[src/rtl/cla_carry_engine.sv]
// rtl/cla_carry_engine.sv - multi-cycle carry-lookahead carry engine, one G-bit group per cycle
// Optional feature macro: CLA_OVF_EN adds a registered signed-overflow output ovf.
module cla_carry_engine #(
    parameter int N = 64,
    parameter int G = 8
) (
    input  logic         clk,
    input  logic         rst,
    input  logic         in_valid,
    output logic         in_ready,
    input  logic [N-1:0] a,
    input  logic [N-1:0] b,
    input  logic         cin,
    output logic         out_valid,
    input  logic         out_ready,
    output logic [N-1:0] c,
    output logic [N-1:0] p,
    output logic         cout
`ifdef CLA_OVF_EN
    ,
    output logic         ovf
`endif
);

    localparam int NG = N / G;
    localparam int GW = (NG > 1) ? $clog2(NG) : 1;
    localparam logic [GW-1:0] LAST_GRP = GW'(NG - 1);

    localparam logic [1:0] S_IDLE = 2'd0;
    localparam logic [1:0] S_CALC = 2'd1;
    localparam logic [1:0] S_DONE = 2'd2;

    if (N % G != 0) begin : g_bad_width
        $error("cla_carry_engine: N must be a multiple of G");
    end

    logic [1:0]    state;
    logic [GW-1:0] grp;
    logic          cr;
    logic [N-1:0]  g;

    logic [G-1:0]  grp_p;
    logic [G-1:0]  grp_g;
    logic [G:0]    grp_c;
    int            base;

    // Carry chain of one group; bit G is the group carry-out.
    function automatic logic [G:0] group_carries(input logic [G-1:0] gp,
                                                 input logic [G-1:0] gg,
                                                 input logic         ci);
        logic [G:0] cc;
        cc[0] = ci;
        for (int k = 0; k < G; k++) begin
            cc[k+1] = gg[k] | (gp[k] & cc[k]);
        end
        return cc;
    endfunction

    always_comb begin
        base  = int'(grp) * G;
        grp_p = p[base +: G];
        grp_g = g[base +: G];
        grp_c = group_carries(grp_p, grp_g, cr);
    end

    assign in_ready  = (state == S_IDLE);
    assign out_valid = (state == S_DONE);

    always_ff @(posedge clk or posedge rst) begin
        if (rst) begin
            state <= S_IDLE;
            grp   <= '0;
            cr    <= 1'b0;
            c     <= '0;
            p     <= '0;
            g     <= '0;
            cout  <= 1'b0;
        end else begin
            case (state)
                S_IDLE: begin
                    if (in_valid) begin
                        p     <= a ^ b;
                        g     <= a & b;
                        cr    <= cin;
                        c     <= '0;
                        grp   <= '0;
                        state <= S_CALC;
                    end
                end
                S_CALC: begin
                    c[base +: G] <= grp_c[G-1:0];
                    cr           <= grp_c[G];
                    if (grp == LAST_GRP) begin
                        cout  <= grp_c[G];
                        grp   <= '0;
                        state <= S_DONE;
                    end else begin
                        grp <= grp + 1'b1;
                    end
                end
                S_DONE: begin
                    if (out_ready) begin
                        state <= S_IDLE;
                    end
                end
                default: state <= S_IDLE;
            endcase
        end
    end

`ifdef CLA_OVF_EN
    // Overflow is the carry into the sign bit against the carry out of it.
    always_ff @(posedge clk or posedge rst) begin
        if (rst) begin
            ovf <= 1'b0;
        end else if (state == S_CALC && grp == LAST_GRP) begin
            ovf <= grp_c[G-1] ^ grp_c[G];
        end
    end
`endif

endmodule

[config.mk]
export PLATFORM = sky130hd
export DESIGN_NAME = cla_carry_engine
export DESIGN_NICKNAME = d
export VERILOG_FILES = /design/src/rtl/cla_carry_engine.sv
export SDC_FILE = /design/constraint.sdc
export NUM_CORES = 1
export LEC_CHECK = 0
export ABC_CLOCK_PERIOD_IN_PS = 10040
export BUFFER_PORTS_ARGS = -buffer_cell sky130_fd_sc_hd__buf_4
export CELL_PAD_IN_SITES_DETAIL_PLACEMENT = 1
export CELL_PAD_IN_SITES_GLOBAL_PLACEMENT = 1
export CORE_ASPECT_RATIO = 1.25
export CORE_UTILIZATION = 43
export CTS_CLUSTER_SIZE = 16
export DETAILED_ROUTE_END_ITERATION = 8
export PLACE_DENSITY_LB_ADDON = 0.25
export SKIP_CTS_REPAIR_TIMING = 1
export SYNTH_ARGS = -nofsm -noshare
export SYNTH_HDL_FRONTEND = slang
export SYNTH_SLANG_ARGS = --single-unit
[constraint.sdc]
create_clock -name clk -period 10.04 [get_ports clk]
set_input_delay 0 -clock clk [delete_from_list [all_inputs] [get_ports clk]]
set_output_delay 0 -clock clk [all_outputs]
set_load 0.005 [all_outputs]
## Word level (Yosys, flattened, before mapping)

Index checks and enable logic that the tools add are counted.

- $add $sub $neg: 2
- Equal/unequal tests: 6
- Shift-type cells: 4
- Mux-type cells: 12
- Bitwise gates (word level): 18
- Reduce and logical (&&, ||, !) cells: 6

Operator list:

| kind | count |
|---|---|
| case mux 64 bit (2 select lines) | 1 |
| variable part select 64 x 7 -> 8 bit | 2 |
| AND 64 bit | 1 |
| bitwise mux 64 bit | 1 |
| two-way mux 64 bit | 1 |
| variable shift 8 x 33 -> 64 bit (first input constant) | 1 |
| variable part select 8 x 33 -> 64 bit | 1 |
| bitwise XOR 64 bit | 1 |
| negation 6 -> 33 bit | 1 |
| AND 1 bit | 8 |
| OR 1 bit | 8 |
| two-way mux 2 bit | 3 |
| two-way mux 3 bit | 2 |
| case mux 2 bit (3 select lines) | 1 |
| case mux 3 bit (2 select lines) | 1 |
| AND reduction 2 bit | 3 |
| inequality test 2 bit (second input constant) | 2 |
| adder 3 x 1 -> 3 bit (second input constant) | 1 |
| == test 3 bit (second input constant) | 1 |
| AND reduction 3 bit | 1 |
| == test 2 x 1 -> 1 bit (second input constant) | 1 |
| == test 2 bit (second input constant) | 1 |
| logical NOT 2 bit | 1 |
| inequality test 2 x 1 -> 1 bit (second input constant) | 1 |
| 3 further kinds | 3 |

- Bits in registers: 199
- Bits of input ports: 133
- Output and inout port bits: 131
- Logic and storage cells: 55

## Logic depth before layout (Yosys ltp)

Gate-level depths: netlist (run 1).

- Depth after elaboration: 18
- Depth in mapped cells: 12
- Gate-level depth less buffers: 7

## Worst setup path after synthesis (run 1)

No wires, ideal clock.

- Path type: flip-flop to flip-flop
- Start: reg grp[1]
- End: reg c[54]
- Library setup time: 0.121 ns
- Arrival: 2.542 ns
- Required time: 9.919 ns
- Path slack: 7.377 ns
- Cell stages (with the launch flop): 11
- Buffers on the path: 4
- Clock period less this slack: 2.663 ns
- Cell sequence: dfrtp_1 -> buf_6 -> buf_4 -> buf_6 -> inv_1 -> ha_1 -> ha_1 -> clkbuf_1 -> nor3_1 -> a21oi_1 -> a22o_1

- Longest elaborated chain between the ends: 18
- Elaborated cells between the ends (all ways): 21
- Those cells by class: add/sub (1); shift (4); mux (2); bitwise (14)

RTL lines:

| element | RTL line | text |
|---|---|---|
| from (decl) | 38 | `logic [GW-1:0] grp;` |
| from (signal assigned) | 98 | `grp <= grp + 1'b1;` |
| variable part select 64 x 7 -> 8 bit | 61 | `grp_p = p[base +: G];` |
| AND 1 bit | 54 | `cc[k+1] = gg[k] \| (gp[k] & cc[k]);` |
| OR 1 bit | 54 |  |
| AND 1 bit | 54 |  |
| OR 1 bit | 54 |  |
| AND 1 bit | 54 |  |
| OR 1 bit | 54 |  |
| AND 1 bit | 54 |  |
| [2 not listed] | n/a |  |
| OR 1 bit | 54 |  |
| AND 1 bit | 54 |  |
| OR 1 bit | 54 |  |
| AND 1 bit | 54 |  |
| OR 1 bit | 54 |  |
| variable part select 8 x 33 -> 64 bit | 91 | `c[base +: G] <= grp_c[G-1:0];` |
| bitwise mux 64 bit * | 91 |  |
| case mux 64 bit (2 select lines) * | 79 | `case (state)` |
| to (signal, indexed assignment) | 91 |  |
| to (decl) | 16 | `output logic [N-1:0] c,` |

Mark *: on every way between the ends. The rest lies on a longest branch, timed or not.
A chain may end at the register's enable or synchronous reset.

## Final worst setup path (run 1)

- Start: reg grp[1]
- End: reg c[52]

The elaborated chain is that of the path after synthesis.

==> key figures, run 1 <==
Synthesis
  • Yosys warning count: 0
  • FFs w/ async S/R, synth: 1.00
  • Yosys cell types: 47
  • Largest area contributor in the netlist: dfrtp_1
  • Largest cells by area after synthesis: dfrtp_1 (52%), nand2_1 (18%), ha_1 (9.2%), mux4_1 (4.1%), mux4_2 (4.0%)
  • Synthesized area: 0.00966 mm2
  • Synth Net Count: 1,185
  • Dominant synthesized flop cell: dfrtp_1
  • Syn_area_per_cell: 9.85 um2
  • Seq/Total Area, Yosys: 0.516
  • Post-synth EDFFs: 0
  • Post-synth top area share: 0.516
  • Yosys reg bits: 199
  • Cells after Synth: 981

Critical path
  • Slowest stage delay, CP: 0.57 ns
  • CP Cell Sequence: buf_4 > mux4_2 > a221oi_1 > o21ai_0 > nand2_2 > o21ai_2 > inv_1 > o21ai_0
  • Worst Path Required: 10.34 ns
  • Most frequent CP cell: o21ai_0
  • Slowest CP cell: dfrtp_2
  • Worst Setup Start Kind: register
  • Crit. Startpoint: grp[1]
  • Worst r2r dst: c[52]
  • R2r setup slk: 6.57 ns
  • Crit path capture type: register
  • CP Max Fanout: 30
  • Worst Setup EP: c[52]
  • WS Path Type: register to register
  • CP arrival: 3.77 ns
  • Reg-to-reg startpoint: grp[1]
  • Crit path max-delay family: compound AO/OA/AOI/OAI gates
  • Stages on the worst setup path: 8
  • Reg2Reg Depth: 8
  • WP buf/inv: 2

Clock tree
  • Clk buf depth: 2
  • CTS clock-pin slew for the worst setup and hold paths: 0.07 ns
  • Root buf cell: clkbuf_16
  • Total CTS buffers: 17
  • CTS sink count: 199
  • Later-pin clock latency in the skew report: 0.45 ns
  • TritonCTS clock tree: built
  • Number of H-tree levels: 4

GRT
  • GRT Total Usage: 0.261
  • Grt ovf: 0
  • Largest net degree at the start of global routing: 115
  • First-pass GRT wire length: 45,400 um
  • Vias in the first global route: 8,421
  • Initial antenna violation count: 5

STA
  • Final setup viols: 0
  • Relative slew slack: 0.192
  • Final period utilization: 0.346
  • Final hold vios: 3
  • Setup TNS: 0 ns
  • Unrepaired setup endpoints after global routing: false
  • Final min period: 3.47 ns
  • Slew @ Worst Pin: 1.21 ns
  • Hold_ws: -0.0571 ns
  • Worst Clk Skew: 0.0164 ns
  • Max Fclk: 0.288 GHz
  • Slew Limit Fails: 0

Detailed routing
  • Residual DRC: 0
  • DR vias/cell: 5.68
  • DR vias: 9,688
  • Post-Route WL: 41,600 um
  • TritonRoute pass-1 iters: 7
  • Post-route antenna net violation count: 0
  • Routed length on met1: 15,200 um
  • Drt first-iter violations: 664
  • Met2 wire length: 22,000 um
  • Top routing layer in use: met4
  • Routed len/inst: 24.4 um
  • WL met3: 2210 um

Pwr
  • Net switching power: 1790 uW
  • VDD IR max: 0.166 mV
  • Sw Ratio: 0.440
  • Cell-internal power: 2270 uW
  • Clk network pwr share: 0.168
  • Leak: 0.00738 uW
  • Flop pwr share: 0.361
  • Power density over the cells: 285 mW/mm2
  • Combinational power share: 0.471

Layout
  • Finished Layout Cells: 1,706
  • Share of cells above drive strength 1: 0.236
  • Nets@finish: 1,614
  • Layout area overhead: 47.6%

Hold path
  • Hold/Removal Path Class: input port to register
  • Hold depth: 4
  • Hold_sp: a[30]

Outcome
  • Status: finished, violations left
  • Failing checks: negative hold slack

Run
  • Max_cap viols: 0

Die
  • Rows: 60
  • Die Area: 0.0231 mm2
  • Ports: 264
  • Die X: 136 um
  • Chip Height: 170 um
  • Placeable Area: 0.0218 mm2
  • Initial core utilization: 0.444

Place
  • Hpwl dp: 21,100 um
  • Final Wtd Congestion: 0.803
  • Port buffer count: 263
  • Placed cells: 1,481
## worst min path at each step
stage | end | slack (ns)
after floorplan | state[1] | 0.11
after global placement | c[10] | 0.22
after detailed placement | c[13] | 0.22
after CTS | c[13] | -0.25
after global routing | g[30] | -0.04
final | g[30] | -0.06
## through the flow
step	utilization	total power, uW	hold WS [ns]	area [um2]	setup WS (ns)
2_1_floorplan	-	2350	0.108	9660	4.61
3_3_place_gp	0.542	3060	0.215	11800	6.83
3_5_place_dp	0.542	3130	0.225	11800	6.72
4_1_cts	0.567	3810	-0.247	12400	6.71
5_1_grt	0.655	4250	-0.0424	14300	6.38
6_report	0.655	4060	-0.0571	14300	6.57
## cell type report
| cell class | instances | area (um2) |
|---|---|---|
| Clock buffer | 18 | 439 |
| Multi-Input combinational cell | 724 | 4400 |
| Timing Repair Buffer | 457 | 3900 |
| Tap cell | 279 | 349 |
| Fill cell | 2368 | 7510 |
| Inverter | 11 | 48.8 |
| Antenna cell | 5 | 12.5 |
| Clock inverter | 13 | 116 |
| Sequential cell | 199 | 4980 |
## flip-flops by register name (all words and copies together), names as in the netlist
register,count
cout,1
state,2
cr,1
grp,3
g,64
c,64
p,64
## cell usage in the layout, fill, tap and decap left out, types with 2 or more instances in the layout
| cell type | instances |
|---|---|
| nor2b_1 | 2 |
| dfrtp_2 | 2 |
| nand2_1 | 450 |
| inv_8 | 5 |
| and2_1 | 3 |
| mux4_2 | 17 |
| nor2_1 | 14 |
| buf_4 | 268 |
| mux2_2 | 4 |
| nand3_1 | 24 |
| clkinvlp_4 | 3 |
| nor3_1 | 7 |
| nand2_4 | 2 |
| inv_2 | 2 |
| nand2b_1 | 5 |
| nor4_1 | 2 |
| mux4_1 | 15 |
| o21ai_1 | 17 |
| mux2i_1 | 5 |
| dfrtp_1 | 197 |
| a21oi_1 | 9 |
| clkbuf_16 | 17 |
| o31ai_1 | 4 |
| a22o_1 | 7 |
| a211oi_1 | 3 |
| inv_1 | 8 |
| clkinv_4 | 4 |
| nand4_1 | 2 |
| diode_2 | 5 |
| o21ai_0 | 43 |
| dlygate4sd3_1 | 189 |
| ha_1 | 71 |
## metal layers
metal,vias to the layer above,GRT usage
met3,160,0.0400
li1,4140,-
met4,0,0.0850
met2,467,0.469
met5,-,0
met1,4921,0.316
## tightest hold or removal path, cell delays in order
cell and delay (ns):
buf_4 0.09, ha_1 0.14, nand2_1 0.05, nand2_1 0.06
## cells in the mapped netlist, types with 3 or more instances
master,instances
a211oi_1,3
inv_1,9
nand2_1,451
o21ai_0,43
mux2i_1,5
o21ai_1,17
a22o_1,7
nor2_1,14
o31ai_1,4
buf_6,4
buf_1,5
mux4_1,15
nor3_1,7
ha_1,71
clkbuf_1,34
dfrtp_1,199
nand3_1,24
a21oi_1,9
and2_1,4
mux2_2,4
mux4_2,17
nand2b_1,5
## power by group through the flow
stage / clock [uW] / sequential (uW) / combinational [uW]
6_report: 681 / 1470 / 1910
5_1_grt: 710 / 1490 / 2050
4_1_cts: 672 / 1420 / 1710
3_5_place_dp: 0 / 1430 / 1700
2_1_floorplan: 0 / 1330 / 1020
3_3_place_gp: 0 / 1420 / 1650
## cell families after synthesis
kind of cell,share of synthesized area
fa+ha+maj,0.0920
buf+inv,0.0295
compound gates,0.0611
flops,0.516
mux,0.0903
simple gates,0.212
No activity file was read; power rests on OpenSTA's default activity.
==> run 2, diff against run 1 <==
--- a/config.mk
+++ b/config.mk
@@ -5,12 +5,12 @@
 export SDC_FILE = /design/constraint.sdc
 export NUM_CORES = 1
 export LEC_CHECK = 0
-export ABC_CLOCK_PERIOD_IN_PS = 10040
+export ABC_CLOCK_PERIOD_IN_PS = 3600
 export BUFFER_PORTS_ARGS = -buffer_cell sky130_fd_sc_hd__buf_4
 export CELL_PAD_IN_SITES_DETAIL_PLACEMENT = 1
 export CELL_PAD_IN_SITES_GLOBAL_PLACEMENT = 1
 export CORE_ASPECT_RATIO = 1.25
-export CORE_UTILIZATION = 43
+export CORE_UTILIZATION = 40
 export CTS_CLUSTER_SIZE = 16
 export DETAILED_ROUTE_END_ITERATION = 8
 export PLACE_DENSITY_LB_ADDON = 0.25
==> constraint.sdc (replaced) <==
create_clock -name clk -period 3.6 [get_ports clk]
set_input_delay 0 -clock clk [delete_from_list [all_inputs] [get_ports clk]]
set_output_delay 0 -clock clk [all_outputs]
set_load 0.005 [all_outputs]
==> key figures, run 2 (synthesized netlist as in run 1, its figures left out) <==
Critical path
  • R2r setup slk: 0.42 ns (-6.15 ns)
  • CP Cell Sequence: buf_4 > mux4_1 > mux2i_1 > inv_1 > a211oi_2 > a21boi_2 > a211oi_1 > o31ai_1
  • Slowest stage delay, CP: 0.81 ns (+0.24 ns)
  • Worst Path Required: 3.89 ns (-6.45 ns)
  • Crit path capture type: register
  • Worst Setup Start Kind: register
  • Crit path max-delay family: compound AO/OA/AOI/OAI gates
  • WS Path Type: register to register
  • WP buf/inv: 2 (unchanged)
  • CP arrival: 3.47 ns (-0.30 ns)
  • Slowest CP cell: dfrtp_2
  • CP Max Fanout: 26 (-13%)

Pwr
  • Leak: 0.00748 uW (+1.3%)
  • VDD IR max: 0.432 mV (+160%)
  • Power density over the cells: 793 mW/mm2 (+180%)
  • Total power: 11,500 uW (+180%)

STA
  • Final min period: 3.18 ns (-0.294 ns)
  • Max Fclk: 0.315 GHz (+9.3%)
  • Unrepaired setup endpoints after global routing: false
  • Crit path setup slack, layout: 0.421 ns (-6.15 ns)
  • Slew @ Worst Pin: 0.812 ns (-0.400 ns)
  • Final hold vios: 2 (-1)
  • Final setup viols: 0 (unchanged)
  • Hold_ws: -0.0286 ns (+0.0285 ns)
  • Setup TNS: 0 ns (unchanged)
  • Slew Limit Fails: 0 (unchanged)
  • Final period utilization: 0.883 (+0.537)
  • Relative slew slack: 0.459 (+0.266)
  • Worst Clk Skew: 0.0129 ns (-0.00353 ns)

Place
  • Placed cells: 1,532 (+3.4%)
  • Place WS: 0.500 ns (-6.22 ns)
  • Hpwl dp: 21,900 um (+4.0%)
  • Final Wtd Congestion: 0.829 (+3.2%)
  • Port buffer count: 263 (unchanged)

Clock tree
  • Later-pin clock latency in the skew report: 0.44 ns (about the same)
  • Total CTS buffers: 17 (unchanged)
  • TritonCTS clock tree: built
  • Number of H-tree levels: 4 (unchanged)
  • Clk buf depth: 2 (unchanged)
  • Root buf cell: clkbuf_16
  • CTS sink count: 199 (unchanged)
  • CTS clock-pin slew for the worst setup and hold paths: 0.07 ns (about the same)

Layout
  • Regs by FF count: c: 64 flops, g: 64 flops, p: 64 flops
  • Nets@finish: 1,622 (+0.50%)
  • Share of cells above drive strength 1: 0.238 (+0.00131)
  • Commonest non-fill, non-tap cells in the layout: nand2_1 (450), buf_4 (268), dfrtp_1 (197)
  • Area of the multi-input gates: 0.00440 mm2 (unchanged)
  • Layout area overhead: 50.4%
  • Most common cell after layout, fill and taps aside: nand2_1
  • Reg area: 0.00498 mm2 (unchanged)
  • # fillers: 2,597 (+9.7%)
  • Finished Layout Cells: 1,765 (+3.5%)

Die
  • Die X: 141 um (+3.6%)
  • Initial core utilization: 0.407 (-0.0366)
  • Ports: 264 (unchanged)
  • Placeable Area: 0.0237 mm2 (+9.0%)
  • Chip Height: 176 um (+3.6%)
  • Rows: 63 (+5.0%)
  • Die Area: 0.0248 mm2 (+7.4%)

Detailed routing
  • Post-route antenna net violation count: 0 (unchanged)
  • TritonRoute pass-1 iters: 5 (-2)
  • Post-Route WL: 40,000 um (-3.8%)
  • Routed len/inst: 22.7 um (-7.0%)
  • DR vias: 9,475 (-2.2%)
  • Residual DRC: 0 (unchanged)
  • DR vias/cell: 5.37 (-5.5%)
  • Drt first-iter violations: 460 (-31%)

GRT
  • Vias in the first global route: 8,625 (+2.4%)
  • GRT Total Usage: 0.250 (-0.0106)
  • First-pass GRT wire length: 47,300 um (+4.0%)
  • Largest net degree at the start of global routing: 91 (-21%)
  • Initial antenna violation count: 8 (+3)
  • Grt ovf: 0 (unchanged)

Outcome
  • Failing checks: negative hold slack
  • Status: finished, violations left

Run
  • Max_cap viols: 0 (unchanged)

Hold path
  • Hold/Removal Path Class: input port to register
run 2: final cells by class:
class                      count  share of cell area
sequential                   199               0.343
multi-input combinational    724               0.303
timing repair buffer         465               0.278
clock buffer                  20              0.0307
tap                          325              0.0280
clock inverter                12              0.0129
inverter                      11             0.00310
antenna                        9             0.00155
run 2: power by group:
part           switching (uW)  internal, uW
logic                    2960          2310
clock network             918          1200
registers                 977          3160
run 2: worst reg2reg max path, cell delays in order (launching register included):
cell,delay (ns)
dfrtp_2,0.81
buf_4,0.33
mux4_1,0.63
mux2i_1,0.22
inv_1,0.10
a211oi_2,0.24
a21boi_2,0.12
a211oi_1,0.42
o31ai_1,0.17
run 2: stage by stage:
stage	utilization	cell area (um2)
final	0.612	14500
after global placement	0.504	12000
after floorplan	-	9660
after global routing	0.612	14500
after detailed placement	0.504	12000
after CTS	0.530	12600
run 2: final timing paths:
check | start | to | depth (start not counted)
worst max-delay path | grp[0] | cout | 8
worst min-delay path | a[13] | g[13] | 4
worst max register to register | grp[0] | cout | 8
worst min register to register | g[63] | g[63] | 2
max in group asynchronous | rst | g[36] | 4
min in group asynchronous | rst | p[6] | 3
run 2: routing by layer:
metal | up-vias | share of wire | track usage
met5 | - | 0.00033 | 0
met4 | 2 | 0.061 | 0.0906
met3 | 153 | 0.042 | 0.0379
met2 | 408 | 0.54 | 0.448
met1 | 4753 | 0.35 | 0.304
li1 | 4159 | - | -
